$ cat src/rtl/ks_adder_pipe_pkg.sv
// Shared types and elaboration-time helpers for the pipelined Kogge-Stone adder.
// A prefix node carries a (generate, propagate) pair; pg_combine is the tree operator.
package ks_adder_pkg;

    typedef struct packed {
        logic g;
        logic p;
    } pg_t;

    function automatic int clog2(input int n);
        int r;
        r = 0;
        for (int v = 1; v < n; v = v * 2) begin
            r = r + 1;
        end
        return r;
    endfunction

    function automatic int num_levels(input int width);
        return clog2(width);
    endfunction

    // Input register plus one register per group of prefix levels.
    function automatic int lat(input int width, input int levels_per_stage);
        return 1 + (num_levels(width) + levels_per_stage - 1) / levels_per_stage;
    endfunction

    function automatic pg_t pg_combine(input pg_t hi, input pg_t lo);
        pg_t r;
        r.g = hi.g | (hi.p & lo.g);
        r.p = hi.p & lo.p;
        return r;
    endfunction

endpackage

$ cat src/rtl/ks_adder_pipe_level.sv
// One combinational Kogge-Stone prefix level: each node merges with the node DIST below it.
// Nodes with no partner at that distance pass straight through.
module ks_prefix_level
    import ks_adder_pkg::*;
#(
    parameter int WIDTH = 16,
    parameter int DIST  = 1
) (
    input  pg_t [WIDTH-1:0] pg_i,
    output pg_t [WIDTH-1:0] pg_o
);

    for (genvar i = 0; i < WIDTH; i++) begin : g_node
        if (i >= DIST) begin : g_merge
            assign pg_o[i] = pg_combine(pg_i[i], pg_i[i-DIST]);
        end else begin : g_pass
            assign pg_o[i] = pg_i[i];
        end
    end

endmodule

$ cat src/rtl/ks_adder_pipe.sv
// Pipelined Kogge-Stone adder/subtractor with a global valid/ready stall.
// Carry-in occupies tree position 0, so tree position i yields the carry into sum bit i.
module ks_adder_pipe
    import ks_adder_pkg::*;
#(
    parameter int WIDTH            = 16,
    parameter int LEVELS_PER_STAGE = 2
) (
    input  logic             clk,
    input  logic             rst,
    input  logic             in_valid,
    output logic             in_ready,
    input  logic [WIDTH-1:0] in_a,
    input  logic [WIDTH-1:0] in_b,
    input  logic             in_cin,
    input  logic             in_sub,
    output logic             out_valid,
    input  logic             out_ready,
    output logic [WIDTH-1:0] out_sum,
    output logic             out_cout,
    output logic             out_ovf,
    output logic             out_zero
);

    localparam int NL = num_levels(WIDTH);
    localparam int NS = (NL + LEVELS_PER_STAGE - 1) / LEVELS_PER_STAGE;

    logic             en;
    logic             accept;
    logic [WIDTH-1:0] bx;
    logic             c0;
    logic [WIDTH-1:0] in_p;
    logic [WIDTH-1:0] in_g;
    pg_t  [WIDTH-1:0] pg_in;

    pg_t  [WIDTH-1:0] st_pg_q [NS];
    logic [WIDTH-1:0] st_p_q  [NS];
    logic [NS-1:0]    st_gm_q;
    logic [NS-1:0]    st_vld_q;

    pg_t  [WIDTH-1:0] lvl_in  [NL];
    pg_t  [WIDTH-1:0] lvl_out [NL];

    logic [WIDTH-1:0] c_vec;
    logic [WIDTH-1:0] tree_p_unused;
    logic [WIDTH-1:0] sum_d;
    logic             cout_d;
    logic             ovf_d;
    logic             zero_d;

    logic             out_valid_q;
    logic [WIDTH-1:0] out_sum_q;
    logic             out_cout_q;
    logic             out_ovf_q;
    logic             out_zero_q;

    assign en       = !out_valid_q | out_ready;
    assign in_ready = en & !rst;
    assign accept   = in_valid & in_ready;

    always_comb begin
        bx       = in_sub ? ~in_b : in_b;
        c0       = in_sub | in_cin;
        in_p     = in_a ^ bx;
        in_g     = in_a & bx;
        pg_in[0] = '{g: c0, p: 1'b0};
        for (int j = 1; j < WIDTH; j++) begin
            pg_in[j] = '{g: in_g[j-1], p: in_p[j-1]};
        end
    end

    // Prefix levels; a group of LEVELS_PER_STAGE levels starts from a stage register.
    for (genvar l = 0; l < NL; l++) begin : g_lvl
        if (l % LEVELS_PER_STAGE == 0) begin : g_from_reg
            assign lvl_in[l] = st_pg_q[l / LEVELS_PER_STAGE];
        end else begin : g_chain
            assign lvl_in[l] = lvl_out[l-1];
        end

        ks_prefix_level #(
            .WIDTH (WIDTH),
            .DIST  (1 << l)
        ) u_level (
            .pg_i (lvl_in[l]),
            .pg_o (lvl_out[l])
        );
    end

    // Final group: group-propagate bits are all zero here (position 0 has p=0).
    always_comb begin
        for (int i = 0; i < WIDTH; i++) begin
            c_vec[i]         = lvl_out[NL-1][i].g;
            tree_p_unused[i] = lvl_out[NL-1][i].p;
        end
        sum_d  = st_p_q[NS-1] ^ c_vec;
        cout_d = st_gm_q[NS-1] | (st_p_q[NS-1][WIDTH-1] & c_vec[WIDTH-1]);
        ovf_d  = c_vec[WIDTH-1] ^ cout_d;
        zero_d = ~|sum_d;
    end

    // Stage data registers: loaded on every advance, bubbles included.
    always_ff @(posedge clk) begin
        if (en) begin
            st_pg_q[0] <= pg_in;
            st_p_q[0]  <= in_p;
            st_gm_q[0] <= in_g[WIDTH-1];
            for (int k = 1; k < NS; k++) begin
                st_pg_q[k] <= lvl_out[k*LEVELS_PER_STAGE-1];
                st_p_q[k]  <= st_p_q[k-1];
                st_gm_q[k] <= st_gm_q[k-1];
            end
        end
    end

    // Valid chain and output register; output data changes only on a real beat.
    always_ff @(posedge clk or posedge rst) begin
        if (rst) begin
            st_vld_q    <= '0;
            out_valid_q <= 1'b0;
            out_sum_q   <= '0;
            out_cout_q  <= 1'b0;
            out_ovf_q   <= 1'b0;
            out_zero_q  <= 1'b0;
        end else if (en) begin
            st_vld_q[0] <= accept;
            for (int k = 1; k < NS; k++) begin
                st_vld_q[k] <= st_vld_q[k-1];
            end
            out_valid_q <= st_vld_q[NS-1];
            if (st_vld_q[NS-1]) begin
                out_sum_q  <= sum_d;
                out_cout_q <= cout_d;
                out_ovf_q  <= ovf_d;
                out_zero_q <= zero_d;
            end
        end
    end

    assign out_valid = out_valid_q;
    assign out_sum   = out_sum_q;
    assign out_cout  = out_cout_q;
    assign out_ovf   = out_ovf_q;
    assign out_zero  = out_zero_q;

endmodule

$ cat config.mk
export PLATFORM = sky130hd
export DESIGN_NAME = ks_adder_pipe
export DESIGN_NICKNAME = d
export VERILOG_FILES = /design/src/rtl/ks_adder_pipe_pkg.sv /design/src/rtl/ks_adder_pipe_level.sv /design/src/rtl/ks_adder_pipe.sv
export SDC_FILE = /design/constraint.sdc
export NUM_CORES = 1
export LEC_CHECK = 0
export ABC_CLOCK_PERIOD_IN_PS = 2100
export CORE_ASPECT_RATIO = 0.75
export CORE_MARGIN = 2
export CORE_UTILIZATION = 49
export DETAILED_ROUTE_END_ITERATION = 8
export PLACE_DENSITY = 0.74
export REMOVE_ABC_BUFFERS = 1
export SLEW_MARGIN = 5
export SYNTH_ARGS = -nofsm -noshare
export SYNTH_HDL_FRONTEND = slang
export SYNTH_SLANG_ARGS = --single-unit
$ cat constraint.sdc
create_clock -name clk -period 2.1 [get_ports clk]
set_clock_uncertainty 0.15 [all_clocks]
set_input_delay 0.42 -clock clk [delete_from_list [all_inputs] [get_ports clk]]
set_output_delay 0.42 -clock clk [all_outputs]
set_load 0.02 [all_outputs]
==> flow_summary.ini <==
[route]
dr.pass1.iters = 4
num_vias = 2499
drc_errors = 0
routed_wl_um = 7080
avgViaCountPerCell = 5.21
routedWlPerCell_um = 14.7
drtIter0Drc = 144
ant_nets = 0

[worst_setup_path]
reg2reg_from = st_pg_q[0][47]
end_kind = flop
cp-startpoint = st_pg_q[0][47]
cp.required_ns = 2.22
crit_type = flop to flop
startpoint_type = flop
critPathMaxFanout = 2
arrival_ns = 2.55

[synthesis]
synth.largest_area_cell = edfxtp_1
yosys_most_used_dff = edfxtp_1
avgSynthCellArea_um2 = 14.2
synth_area_leaders = edfxtp_1 56%, dfrtp_1 13%, ha_1 5.1%, xor2_1 4.2%, a21oi_1 2.6%
ys_seq_area_share_pct = 68.9
yosysWarnings = 0
synth_edf_count = 78
synth_top_area_share_pct = 55.8
synth_cell_types = 35
netlist_instances = 296
netlist_area_um2 = 4200
async_flop_share_pct = 22.0
ys_ff_latch = 100

[die]
num_rows = 29
die_w_um = 111
die_h_um = 84.1
core_um2 = 8380
die_area_um2 = 9330
io_pins = 59
initial_core_util_pct = 50.1

[sta]
hold_violations = 0
fmax_mhz = 411
tightest_slew_ns = 0.490
worst_slack_ns = -0.333
tns_ns = -0.333
timing.final.crit_share_pct = 116
drv_slew = 0
holdWs_ns = 0.263
fin_crit_ns = 2.43
relSlewSlack_pct = 67.2
setup_viol = 1
rsz0062_at_grt = yes

[cts]
cts_buffer_depth = 2
root_buffer = clkbuf_16
cts_hold_buf = 0
cts_tree = built
clock_sinks = 100
clock_latency_ns = 0.34
htreeDepth = 3
cts_made_buffers = 9
clk_pin_slew_ns = 0.06

[final_layout]
layout_common_cells = 78 x edfxtp_1, 57 x clkdlybuf4s50_1, 28 x nand2_1
n_antenna_cell = 0
nets = 423
final_common_cell = edfxtp_1
drive_gt1_share_pct = 9.68
synthToLayoutAreaGrowth_pct = 25.0
fill_cells = 646

[job]
cap_violations = 0

[power_and_ir_drop]
p_clk_share_pct = 22.7
power_leakage_nw = 2.07
comb_power_share_pct = 26.5
total_power_mw = 6.12
ir_drop_uv = 814
intPower_mw = 4.32
switching_share_pct = 29.3
p_per_area_nw_per_um2 = 1170
p_switching_mw = 1.79
power_frac_seq_pct = 50.8

[worst_hold_path]
hold_path.class = flop to flop
worstHoldStart = st_gm_q[0]

[global_route]
grt_usage_pct = 15.8
antenna_found_initial = 0
grt_pass1_vias = 2366
grt_first_pass_wirelength_um = 11400
grt.overflow.total = 0
grt_max_degree = 83

[run_status]
outcome = finished with violations
violations = setup timing

[placed_design]
place_hpwl_um = 5140
gp_congestion = 0.791
io_buffers = 58
dp_slack_ns = -0.280
## final cells by class
cell class / instances / area, um^2 / area share, %
inverter: 5 / 18.8 / 0.358
clock buffer: 10 / 229 / 4.37
sequential: 100 / 2890 / 55.2
multi-input combinational: 185 / 1280 / 24.4
clock inverter: 5 / 20.0 / 0.382
tap: 108 / 135 / 2.58
timing repair buffer: 67 / 672 / 12.8
## through the flow
stage,std cells,instance area (um^2),utilization (%)
2_1_floorplan,290,4160,-
3_3_place_gp,463,4960,59.2
3_5_place_dp,463,4960,59.2
4_1_cts,479,5220,62.3
5_1_grt,480,5250,62.6
6_report,480,5250,62.6
## final timing paths
path | to | slack [ns] | cells past startpoint
setup / recovery | out_zero | -0.33 | 8
hold / removal | st_gm_q[1] | 0.26 | 0
setup reg to reg | out_zero | -0.33 | 8
hold reg to reg | st_gm_q[1] | 0.26 | 0
max in group asynchronous | out_sum[0] | 1.28 | 3
min in group asynchronous | out_sum[14] | 0.29 | 3
## cell families (layout without fill, tap and decap cells)
logic type                 Yosys count  after routing  synth area share [%]
muxes                                6              6                  1.61
AOI/OAI and AO/OA                   66             66                  9.57
and+or+nand+nor                     70             70                  8.14
buffers and inverters               11             87                  1.25
adders and majority gates           17             17                  5.07
DFF                                100            100                  68.9
xor gates and xnor gates            26             26                  5.43
## critical path: stages (launching register included)
cell	delay [ns]
edfxtp_1	0.41
a21oi_2	0.18
a21boi_1	0.10
or2_4	0.25
ha_4	0.21
nand4b_1	0.18
or3_1	0.41
nor4_2	0.28
a31o_1	0.20
## timing repair
item,CTS,global route
setup endpoints to repair,2,1
pin swaps,2,4
resized for setup,2,3
setup buffers,1,1
## cell usage after synthesis (all sizes together), types with 5 or more instances
library cell,n
edfxtp,78
nand2,29
a21oi,22
dfrtp,22
o21ai,21
xor2,20
ha,17
nor2,15
mux2,6
nand3,6
xnor2,6
a21o,5
inv,5
## metal layers
layer  GRT usage [%]  vias up  share of wire [%]
li1                -     1226                  -
met1            21.1     1172                 46
met2            24.9       90                 46
met3            5.63       11                7.1
met4            4.43        0                1.2
met5               0        -                  0
## power by group through the flow
stage          sequential [mW]  clock, mW  combinational (mW)
6_report                  3.11       1.39                1.62
3_5_place_dp              3.14          0                1.60
5_1_grt                   3.18       1.50                1.76
2_1_floorplan             3.28          0               0.685
3_3_place_gp              3.11          0                1.56
4_1_cts                   3.11       1.43                1.61
## state kept, by name (all words and copies together) (netlist names)
name and flops:
out_zero 1, out_cout 1, out_valid 1, out_ovf 1, st_vld_q 2, out_sum 16, st_p_q 32, st_gm_q 2
st_pg_q 44
No activity file was read; power rests on OpenSTA's default activity.
